--- config.mk ---
export PLATFORM = sky130hd
export DESIGN_NAME = core_bus_arbiter
export DESIGN_NICKNAME = d
export VERILOG_FILES = /design/src/rtl/core_bus_arbiter.sv
export SDC_FILE = /design/constraint.sdc
export NUM_CORES = 1
export LEC_CHECK = 0
export CAP_MARGIN = 25
export CORE_AREA = 2 2 204 206
export CTS_CLUSTER_DIAMETER = 50
export DETAILED_ROUTE_END_ITERATION = 6
export DIE_AREA = 0 0 206 208
export SLEW_MARGIN = 40
export SYNTH_ARGS = -nofsm -noshare
export SYNTH_HDL_FRONTEND = slang
export SYNTH_SLANG_ARGS = --single-unit
--- constraint.sdc ---
create_clock -name clk -period 7.7 [get_ports clk]
set_input_delay 2.31 -clock clk [delete_from_list [all_inputs] [get_ports clk]]
set_output_delay 2.31 -clock clk [all_outputs]
set_load 0.005 [all_outputs]
--- src/rtl/core_bus_arbiter.sv ---
// Serialises the core instruction and data buses onto one single-beat memory bus.
// Data requests win over instruction requests; each request is latched at grant.
package core_bus_arbiter_pkg;
  localparam int unsigned BUS_ADDR_W = 64;
  localparam int unsigned BUS_DATA_W = 64;
  localparam int unsigned INSN_W     = 32;
  localparam int unsigned STRB_W     = 8;

  localparam logic [2:0] MSIZE4 = 3'b010;
  localparam logic [7:0] MLEN1  = 8'd0;

  typedef struct packed {
    logic                  valid;
    logic [BUS_ADDR_W-1:0] addr;
  } ibus_req_t;

  typedef struct packed {
    logic              addr_ok;
    logic              data_ok;
    logic [INSN_W-1:0] data;
  } ibus_resp_t;

  typedef struct packed {
    logic                  valid;
    logic [BUS_ADDR_W-1:0] addr;
    logic [2:0]            size;
    logic [STRB_W-1:0]     strobe;
    logic [BUS_DATA_W-1:0] data;
  } dbus_req_t;

  typedef struct packed {
    logic                  addr_ok;
    logic                  data_ok;
    logic [BUS_DATA_W-1:0] data;
  } dbus_resp_t;

  typedef struct packed {
    logic                  valid;
    logic                  is_write;
    logic [2:0]            size;
    logic [BUS_ADDR_W-1:0] addr;
    logic [STRB_W-1:0]     strobe;
    logic [BUS_DATA_W-1:0] data;
    logic [7:0]            len;
    logic                  burst;
  } cbus_req_t;

  typedef struct packed {
    logic                  ready;
    logic                  last;
    logic [BUS_DATA_W-1:0] data;
  } cbus_resp_t;
endpackage

module core_bus_arbiter
  import core_bus_arbiter_pkg::*;
#(
  parameter int unsigned IADDR_W = 64,
  parameter int unsigned DATA_W  = 64
) (
  input  logic       clk,
  input  logic       reset,
  input  ibus_req_t  ireq,
  output ibus_resp_t iresp,
  input  dbus_req_t  dreq,
  output dbus_resp_t dresp,
  output cbus_req_t  oreq,
  input  cbus_resp_t oresp
);

  localparam int unsigned HALF_W = DATA_W / 2;

  typedef enum logic [1:0] {
    IDLE   = 2'd0,
    BUSY_I = 2'd1,
    BUSY_D = 2'd2
  } state_e;

  state_e    state_q;
  cbus_req_t oreq_q;
  cbus_req_t i_txn;
  cbus_req_t d_txn;
  logic      done;

  // Memory-bus form of each client request, captured only at grant.
  always_comb begin
    i_txn          = '0;
    i_txn.valid    = 1'b1;
    i_txn.is_write = 1'b0;
    i_txn.size     = MSIZE4;
    i_txn.addr     = BUS_ADDR_W'(ireq.addr[IADDR_W-1:0]);
    i_txn.len      = MLEN1;
    i_txn.burst    = 1'b0;
  end

  always_comb begin
    d_txn          = '0;
    d_txn.valid    = 1'b1;
    d_txn.is_write = |dreq.strobe;
    d_txn.size     = dreq.size;
    d_txn.addr     = BUS_ADDR_W'(dreq.addr[IADDR_W-1:0]);
    d_txn.strobe   = dreq.strobe;
    d_txn.data     = dreq.data;
    d_txn.len      = MLEN1;
    d_txn.burst    = 1'b0;
  end

  // ready without last cannot end a single-beat transfer, so it is ignored.
  assign done = (state_q != IDLE) && oresp.ready && oresp.last;

  always_ff @(posedge clk or posedge reset) begin
    if (reset) begin
      state_q <= IDLE;
      oreq_q  <= '0;
    end else begin
      case (state_q)
        IDLE: begin
          if (dreq.valid) begin
            state_q <= BUSY_D;
            oreq_q  <= d_txn;
          end else if (ireq.valid) begin
            state_q <= BUSY_I;
            oreq_q  <= i_txn;
          end
        end
        BUSY_I, BUSY_D: begin
          if (done) begin
            state_q <= IDLE;
            oreq_q  <= '0;
          end
        end
        default: begin
          state_q <= IDLE;
          oreq_q  <= '0;
        end
      endcase
    end
  end

  assign oreq = oreq_q;

  // Completion is reported combinationally, and only to the granted client.
  always_comb begin
    iresp = '0;
    dresp = '0;
    if (done && (state_q == BUSY_I)) begin
      iresp.addr_ok = 1'b1;
      iresp.data_ok = 1'b1;
      iresp.data    = oreq_q.addr[2] ? oresp.data[HALF_W +: INSN_W]
                                     : oresp.data[INSN_W-1:0];
    end
    if (done && (state_q == BUSY_D)) begin
      dresp.addr_ok = 1'b1;
      dresp.data_ok = 1'b1;
      dresp.data    = oresp.data;
    end
  end

endmodule

# After elaboration in Yosys (flattened, before gate mapping)

Cells that the tools add are included.

Bits of input ports: 273
Bits in registers: 152
Output and inout port bits: 250

Equal/unequal tests: 4
Muxes and demuxes: 11
Reduce and logical (&&, ||, !) cells: 9

Operators with widths:

| operator                                                               | count |
|---|---|
| 150-bit 2-to-1 mux                                                     | 3 |
| 150-bit one-hot mux with 2 select lines                                | 1 |
| 66-bit 2-to-1 mux                                                      | 1 |
| 34-bit 2-to-1 mux                                                      | 1 |
| 32-bit 2-to-1 mux                                                      | 1 |
| 8-bit OR reduction                                                     | 1 |
| 2-bit 2-to-1 mux                                                       | 3 |
| 1-bit logical AND                                                      | 4 |
| 2-bit one-hot mux with 2 select lines                                  | 1 |
| 3-bit inequality test (second input constant)                          | 1 |
| 2-bit by 1-bit equality test with 1-bit output (second input constant) | 1 |
| 2-bit equality test (second input constant)                            | 1 |
| 2-bit logical NOT                                                      | 1 |
| 2-bit inequality test (second input constant)                          | 1 |
| 2-bit AND reduction                                                    | 1 |
| 2-bit nonzero test                                                     | 1 |
| 2-bit OR reduction                                                     | 1 |

# Longest topological paths before layout

Gate-level depths: netlist of the first run.

Depth after elaboration: 5
Depth in mapped cells: 8

# Least setup slack after synthesis of the first run

Ideal clock, no wire load.

Kind: input to output
Start: in oresp[64] (netlist name)
End: out iresp[33] (netlist name)
Stages on the path: 5
Path slack: 2200 ps
Required time: 5390 ps
Arrival: 3190 ps
Path through: and3b_1 -> nand2_1 -> clkbuf_1 -> inv_1 -> buf_4

RTL lines:

| what        | RTL line | text |
|---|---|---|
| from (decl) | 68       | `input cbus_resp_t oresp` |
| to (decl)   | 64       | `output ibus_resp_t iresp,` |

==> results of run 1 <==
-- power by group through the flow --
stage	registers (mW)	logic (mW)	clock network [mW]
finish	1.33	2.12	0.804
global placement	1.33	2.12	0
global route	1.38	2.28	0.876
CTS	1.34	2.15	0.836
floorplan	1.32	1.03	0
detailed placement	1.34	2.14	0
-- worst min path at each step --
stage	from	endpoint	slack, ns	cells past startpoint
4_1_cts	oreq[11]$_DFFE_PP0P_	oreq[11]$_DFFE_PP0P_	0.50	1
3_5_place_dp	oreq[59]$_DFFE_PP0P_	oreq[59]$_DFFE_PP0P_	0.48	1
3_3_place_gp	oreq[35]$_DFFE_PP0P_	oreq[35]$_DFFE_PP0P_	0.48	1
2_1_floorplan	state_q[1]$_DFFE_PP0P_	state_q[1]$_DFFE_PP0P_	0.48	1
5_1_grt	oreq[11]$_DFFE_PP0P_	oreq[11]$_DFFE_PP0P_	0.51	1
6_report	oreq[11]$_DFFE_PP0P_	oreq[11]$_DFFE_PP0P_	0.50	1
-- synth_stat cells --
cell      count  area (µm²)
mux2i_1      98       980.9
a21o_1        1       7.510
conb_1        1       3.750
clkbuf_1     27       101.4
buf_1        11       41.29
a22o_1       75       656.9
inv_1         7       26.28
dfrtp_1     143        3578
ha_1          3       37.54
and3b_1       1       8.760
o32ai_1       1       8.760
buf_2        16       80.08
buf_4        14       105.1
buf_6         9       101.4
nand2_1     134       503.0
a21oi_1       1       5.000
nor4_1        2       12.51
nand3b_1      1       7.510
mux2_2       64       720.7
nor2_1       32       120.1
nor3_1        1       5.000
or3b_1        1       8.760
a21oi_2       1       8.760
and3_1       64       400.4
o21ai_0       1       5.000
and2_1        1       6.260
-- area by class of cell --
type,count,area share (%)
tap,532,4.882
multi-input combinational,491,26.21
clock inverter,11,0.7800
clock buffer,21,3.377
antenna,1,0.01835
sequential,143,26.27
inverter,7,0.2294
timing repair buffer,523,38.23
-- stage by stage --
stage | setup slack (ns) | hold slack, ns | cells | power (mW) | utilization [%]
floorplan | 1.552 | 0.4759 | 718 | 2.357 | -
global placement | 1.169 | 0.4833 | 1696 | 3.453 | 32.17
detailed placement | 1.030 | 0.4805 | 1696 | 3.481 | 32.17
CTS | 1.032 | 0.5035 | 1728 | 4.320 | 33.57
global route | 0.9260 | 0.5107 | 1729 | 4.535 | 33.62
finish | 1.048 | 0.4983 | 1729 | 4.254 | 33.62
-- layer usage --
layer	up-vias	global-route usage [%]
met1	3460	16.04
met2	324	24.98
met5	-	0
met4	2	5.320
met3	42	3.665
li1	3411	-
-- placed cells by master, fill, tap and decap left out, drive strengths merged, types with 2 or more instances in the layout --
cell type and instances:
mux2 64, a21oi 2, clkinv 2, inv 9, nor4 2, dfrtp 143, and3 64, clkdlybuf4s50 512
buf 11, a22o 75, mux2i 98, nor2 32, nand2 134, ha 3, conb 9, clkinvlp 6
clkbuf 21
-- flip-flops by register name, summed over array words and instances (netlist names) --
signal	flops
oreq	141
state_q	2
-- worst max-delay path: cells and delay by family --
kind / cells / cell delay (ns)
buffers and inverters: 3 / 1.49
AND/OR/NAND/NOR: 2 / 0.50
-- kinds of logic after synthesis --
logic type | after synthesis | synth area share (%)
AND/OR/NAND/NOR | 237 | 14.22
multiplexers | 162 | 22.57
flip-flops | 143 | 47.45
buffers and inverters | 84 | 6.040
AO/OA/AOI/OAI | 80 | 9.175
adder cells (fa/ha/maj) | 3 | 0.4978
other | 1 | 0.04973
==> results.txt, run 1 <==
----------------------------------------------------
[Timing]
  Final critical-path required period ... 6.652 ns
  Relative slew slack ... 44.62%
  Setup total negative slack ... 0 ns
  RSZ-0062 raised after global routing ... false
  Maximum achievable frequency ... 0.1503 GHz
  Skew final ... 0.007317 ns
  Tightest Pin Transition ... 0.8307 ns
  Final-report max-slew violation count ... 0
  Final setup violation count ... 0
  Final hold violations ... 0
  Period utilisation layout ... 86.39%

[Power and ir drop]
  Power spent charging and discharging nets ... 1.491 mW
  Switching power as a share of total power ... 35.05%
  Cell-internal power ... 2.763 mW
  Proportion of power drawn by the clock network ... 18.9%
  Standby leakage power ... 5.966 nW
  Sequential Power Share ... 31.4%
  Peak VDD IR ... 0.0002806 V
  Power density over cell area ... 312.0 mW/mm²
  Combinational Power Share ... 49.7%

[Drt]
  Initial detailed-routing violation count ... 456
  Residual DRC count ... 0
  Wire length on met1 ... 12.24 mm
  Met3 wire length ... 2.233 mm
  Antenna-violating nets left ... 0
  Top routing layer in use ... met5
  Via count ... 7239
  Average wire per cell in the routed design ... 17.97 µm
  Wire length after detailed routing ... 31.06 mm
  Iteration count of the initial detailed-routing pass ... 4
  Average vias per placed instance ... 4.187
  Met2 routed WL ... 15.75 mm

[Yosys]
  Post-synthesis register bit count ... 143
  Synthesized netlist cell count ... 710
  Syn Area/Cell ... 10.62 µm²
  Number of distinct library cells after synthesis ... 26
  Synth Cell Area ... 0.007541 mm²
  Seq/Total Area, Yosys ... 47.45%
  Total number of yosys warnings ... 0

[Clocking]
  Clock root cell ... clkbuf_16
  TritonCTS clock tree ... done
  CTS Buffer Depth ... 2
  Num CTS Buffers ... 17
  Number of sinks on the clock net ... 143
  Post-CTS setup buffers ... 0
  Number of levels the H-tree was split into ... 4
  CTS hold repair buffers ... 0
  Count of instances resized after the clock tree is built ... 0
  Clock slew at reported path FFs ... 0.06 ns
  Clk Latency, worst-skew pair ... 0.44 ns

[Global route]
  Wire length of the first global-routing pass ... 45.31 mm
  Number of global-route vias before repair ... 7314
  Initial antenna violation count ... 2
  GRT overflow ... 0
  Total routing usage reported by global routing ... 14.08%
  Largest net degree at the start of global routing ... 77

[Status]
  Result of the run ... complete, no violations

[Floorplanning]
  Initial Utilization ... 18.59%
  Number of cell rows ... 74
  Total I/O pin count ... 523
  Die height ... 208 µm
  Horizontal die dimension ... 206 µm
  CORE AREA ... 0.04055 mm²
  Die outline area ... 0.04285 mm²

[Critical path]
  Worst reg2reg path depth ... 7
  Arr. time, crit path ... 4.34 ns
  Worst Setup Start Kind ... input port
  Startpoint of the most critical register-to-register path ... state_q[0]$_DFFE_PP0P_
  Category of the critical setup timing path ... input port to output port
  Worst path most repeated cell ... clkdlybuf4s50_1
  Largest fanout on the critical path ... 67
  Flop2flop setup slack ... 4.26 ns
  Worst Setup SP ... oresp[64]
  Destination of the worst register-to-register timing path ... oreq[102]$_DFFE_PP0P_
  Ordered cell list for the critical path ... clkdlybuf4s50_1, and3b_2, buf_4, and3_1, clkdlybuf4s50_1
  Worst Path Required ... 5.39 ns
  Kind of end point of the critical path ... output port
  Largest stage delay, worst path ... 0.52 ns
  Standard cell with the maximum stage delay on the critical path ... clkdlybuf4s50_1
  Critical path endpoint ... dresp[48]

[Place]
  Port Buf Inserts ... 513
  Routability congestion estimate ... 0.8272
  Half-perimeter wire length after detailed placement ... 23.75 mm
  DP Area ... 0.01305 mm²

[Job]
  Maxcap violations ... 0

[Layout]
  Fraction of layout instances using a drive strength above 1 ... 9.448%
  Register Area ... 0.003582 mm²
  Filler Cells Inserted ... 4142
  Area used by multi-input combinational logic ... 0.003573 mm²
  Final instance area ... 0.01363 mm²
  Total number of nets in the final design ... 1459
  Layout overhead on the synthesized area ... 80.80%

[Hold path]
  Type of the worst min-delay path ... flop to flop

----------------------------------------------------
Note: power is estimated with default switching activity, not from simulation.
==> run 2, diff against run 1 <==
--- a/config.mk
+++ b/config.mk
@@ -5,11 +5,12 @@
 export SDC_FILE = /design/constraint.sdc
 export NUM_CORES = 1
 export LEC_CHECK = 0
+export ABC_AREA = 1
 export CAP_MARGIN = 25
-export CORE_AREA = 2 2 204 206
+export CORE_AREA = 2 2 205 207
 export CTS_CLUSTER_DIAMETER = 50
 export DETAILED_ROUTE_END_ITERATION = 6
-export DIE_AREA = 0 0 206 208
+export DIE_AREA = 0 0 207 209
 export SLEW_MARGIN = 40
 export SYNTH_ARGS = -nofsm -noshare
 export SYNTH_HDL_FRONTEND = slang
==> run 2 against run 1 <==
Against the previous run:
- final area up 0.76%
- flip-flop and latch count did not move
- clock power is 3.1% higher
- clock skew is 0.0097 ns higher
- utilization shrank 0.35 points
- critical endpoint is now dresp[47]
- largest cell class unchanged
- highest routed layer unchanged
==> results.txt, run 2 <==
----------------------------------------------------
[Clocking]
  CTS hold repair buffers ... 0 (unchanged)
  Clock slew at reported path FFs ... 0.06 ns (about the same)
  Clock root cell ... clkbuf_16
  Number of levels the H-tree was split into ... 4 (unchanged)
  Num CTS Buffers ... 17 (unchanged)
  Clk Latency, worst-skew pair ... 0.44 ns (about the same)
  Post-CTS setup buffers ... 0 (unchanged)
  CTS Buffer Depth ... 2 (unchanged)
  Number of sinks on the clock net ... 143 (unchanged)
  Count of instances resized after the clock tree is built ... 0 (unchanged)
  TritonCTS clock tree ... done

[Critical path]
  Worst reg2reg path depth ... 9 (+2)
  Category of the critical setup timing path ... input port to output port
  Kind of end point of the critical path ... output port
  Standard cell with the maximum stage delay on the critical path ... clkdlybuf4s50_1
  Largest fanout on the critical path ... 65 (-3.0%)
  Worst Setup Start Kind ... input port
  Ordered cell list for the critical path ... clkdlybuf4s50_1, nand3_1, inv_1, nand2_2, buf_4, nor2_1, clkdlybuf4s50_1
  Arr. time, crit path ... 4.23 ns (-0.11 ns)
  Largest stage delay, worst path ... 0.52 ns (about the same)
  Destination of the worst register-to-register timing path ... oreq[95]$_DFFE_PP0P_
  Worst path most repeated cell ... clkdlybuf4s50_1
  Worst Path Required ... 5.39 ns (about the same)
  Flop2flop setup slack ... 4.85 ns (+0.59 ns)
  Startpoint of the most critical register-to-register path ... state_q[0]$_DFFE_PP0P_

[Power and ir drop]
  Power density over cell area ... 307.4 mW/mm² (-1.5%)
  Proportion of power drawn by the clock network ... 19.6% (+0.7 points)
  Standby leakage power ... 6.613 nW (+11%)
  Power, Total ... 4.223 mW (-0.73%)
  Power spent charging and discharging nets ... 1.720 mW (+15%)
  Switching power as a share of total power ... 40.72% (+5.7 points)
  Peak VDD IR ... 0.0001815 V (-35%)
  Sequential Power Share ... 29.8% (-1.6 points)
  Cell-internal power ... 2.503 mW (-9.4%)
  Combinational Power Share ... 50.6% (+0.9 points)

[Layout]
  Filler Cells Inserted ... 4429 (+6.9%)
  Register Area ... 0.003582 mm² (unchanged)
  Fraction of layout instances using a drive strength above 1 ... 3.416% (-6.0 points)
  Total number of nets in the final design ... 1844 (+26%)
  Most common library cell in the layout ignoring fill and taps ... clkdlybuf4s50_1
  Max reg flops ... 141 (unchanged)
  Layout overhead on the synthesized area ... 79.88%
  Area used by multi-input combinational logic ... 0.003390 mm² (-5.1%)
  Highest-count cells in the layout ignoring fill and taps ... clkdlybuf4s50_1, nand2_1, nand3_1

[Floorplanning]
  Number of cell rows ... 75 (+1.4%)
  Initial Utilization ... 18.50% (-0.098 points)
  CORE AREA ... 0.04129 mm² (+1.8%)
  Die outline area ... 0.04326 mm² (+0.97%)
  Die height ... 209 µm (+0.48%)
  Total I/O pin count ... 523 (unchanged)
  Horizontal die dimension ... 207 µm (+0.49%)

[Timing]
  Final critical-path required period ... 6.544 ns (-0.1074 ns)
  Maximum achievable frequency ... 0.1528 GHz (+1.6%)
  RSZ-0062 raised after global routing ... false
  Tightest Pin Transition ... 0.7927 ns (-0.03801 ns)
  Relative slew slack ... 47.16% (+2.5 points)
  Setup total negative slack ... 0 ns (unchanged)
  Final-report max-slew violation count ... 0 (unchanged)
  Final hold violations ... 0 (unchanged)
  Period utilisation layout ... 84.99% (-1.4 points)
  Final setup violation count ... 0 (unchanged)
  Skew final ... 0.01701 ns (+0.009689 ns)

[Drt]
  Antenna-violating nets left ... 0 (unchanged)
  Wire length on met1 ... 13.31 mm (+8.7%)
  Met2 routed WL ... 17.62 mm (+12%)
  Iteration count of the initial detailed-routing pass ... 5 (+1)
  Average vias per placed instance ... 4.180 (-0.16%)
  Via count ... 8887 (+23%)
  Wire length after detailed routing ... 33.78 mm (+8.7%)
  Initial detailed-routing violation count ... 732 (+61%)
  Top routing layer in use ... met5
  Residual DRC count ... 0 (unchanged)
  Average wire per cell in the routed design ... 15.89 µm (-12%)
  Met3 wire length ... 1.883 mm (-16%)

[Hold path]
  Type of the worst min-delay path ... flop to flop
  HP Start ... oreq[25]$_DFFE_PP0P_
  Hold path endpoint ... oreq[25]$_DFFE_PP0P_
  Min-Delay Path Depth ... 2 (+1)

[Yosys]
  Most repeated cell in the gate-level netlist after synthesis ... nand2_1
  Biggest area consumer among synthesized cells ... dfrtp_1
  Post-synthesis register bit count ... 143 (unchanged)
  Synthesized netlist cell count ... 1110 (+56%)
  Async set-reset flop share out of synthesis ... 100.0% (unchanged)
  Total number of yosys warnings ... 0 (unchanged)
  Synth Cell Area ... 0.007637 mm² (+1.3%)
  Syn Area/Cell ... 6.880 µm² (-35%)
  Post-synth EDFFs ... 0 (unchanged)
  List of most frequent post-synthesis cells ... nand2_1, nand3_1, dfrtp_1
  Ranking of synthesized cells by area ... dfrtp_1, nand2_1, nand3_1, nor2_1, inv_1
  Seq/Total Area, Yosys ... 46.85% (-0.60 points)
  Yosys top cell area share ... 46.85% (-0.60 points)
  Most used DFF post-synth ... dfrtp_1
  Number of distinct library cells after synthesis ... 16 (-38%)

[Global route]
  Wire length of the first global-routing pass ... 51.63 mm (+14%)
  Total routing usage reported by global routing ... 15.35% (+1.3 points)
  Initial antenna violation count ... 9 (+7)
  Largest net degree at the start of global routing ... 109 (+42%)
  Number of global-route vias before repair ... 8742 (+20%)
  GRT overflow ... 0 (unchanged)

[Place]
  Port Buf Inserts ... 513 (unchanged)
  Half-perimeter wire length after detailed placement ... 26.03 mm (+9.6%)
  Routability congestion estimate ... 0.9140 (+10%)

[Status]
  Result of the run ... complete, no violations

[Job]
  Maxcap violations ... 0 (unchanged)

----------------------------------------------------
[run 2: changes by cell type after synthesis, sizes merged, moves of 2 or more]
cell	before	now
a21oi	2	32
a22o	75	0
and3	64	0
buf	50	58
clkbuf	27	35
inv	7	73
mux2	64	0
mux2i	98	0
nand2	134	431
nand3	0	196
nor2	32	136
nor4	2	0
[run 2: worst max-delay path by stage]
stage / start / to / slack (ns) / cells past startpoint
finish: oresp[64] / dresp[47] / 1.16 / 7
global route: oresp[65] / dresp[64] / 1.02 / 7
CTS: oresp[65] / dresp[64] / 1.15 / 7
detailed placement: oresp[65] / dresp[64] / 1.16 / 7
global placement: oresp[65] / dresp[64] / 1.20 / 7
floorplan: reset / oreq[100]$_DFFE_PP0P_ / 1.55 / 1
[run 2: power by group through the flow]
stage                     Clock, mW  Combinational [mW]  Sequential, mW
after global routing          0.894                2.37            1.30
after global placement            0                2.16            1.26
after CTS                     0.860                2.18            1.26
after floorplan                   0                1.07            1.25
after detailed placement          0                2.17            1.27
final                         0.829                2.14            1.26
[run 2: worst max-delay path: cells and delay by family]
family	cells	cell delay, ns
and+or+nand+nor	3	0.46
buffers and inverters	4	1.40
[run 2: kinds of logic (layout without fill, tap and decap cells)]
| kind of cell | Yosys count | after routing | share of synthesized area [%] |
|---|---|---|---|
| other cells | 1 | 15 | 0.04910 |
| flops | 143 | 143 | 46.85 |
| buf+inv | 166 | 629 | 9.568 |
| simple gates | 764 | 764 | 40.87 |
| compound gates | 33 | 33 | 2.162 |
| fa+ha+maj | 3 | 3 | 0.4915 |
[run 2: layer usage]
metal / GRT usage, % / up-vias
li1: - / 4347
met1: 17.34 / 4139
met2: 27.32 / 350
met3: 3.442 / 47
met4: 7.389 / 4
met5: 0 / -
[run 2: final cells by class]
cell class	count	area share (%)
diodes	6	0.1093
clock buffers	17	3.097
clock inverters	15	1.084
inverters	73	2.031
multi-input cells	809	24.67
flip-flops and latches	143	26.07
well taps	539	4.909
repair buffers	524	38.02
[run 2: metrics by stage]
stage	worst slack (ns)	hold WS [ns]	instance area (µm²)	instances	util (%)
finish	1.156	0.4681	13740	2126	33.27
global route	1.021	0.4856	13740	2126	33.27
CTS	1.148	0.4738	13720	2120	33.23
detailed placement	1.157	0.4570	13150	2088	31.84
global placement	1.203	0.4534	13140	2088	31.81
floorplan	1.552	0.4654	7667	1118	-
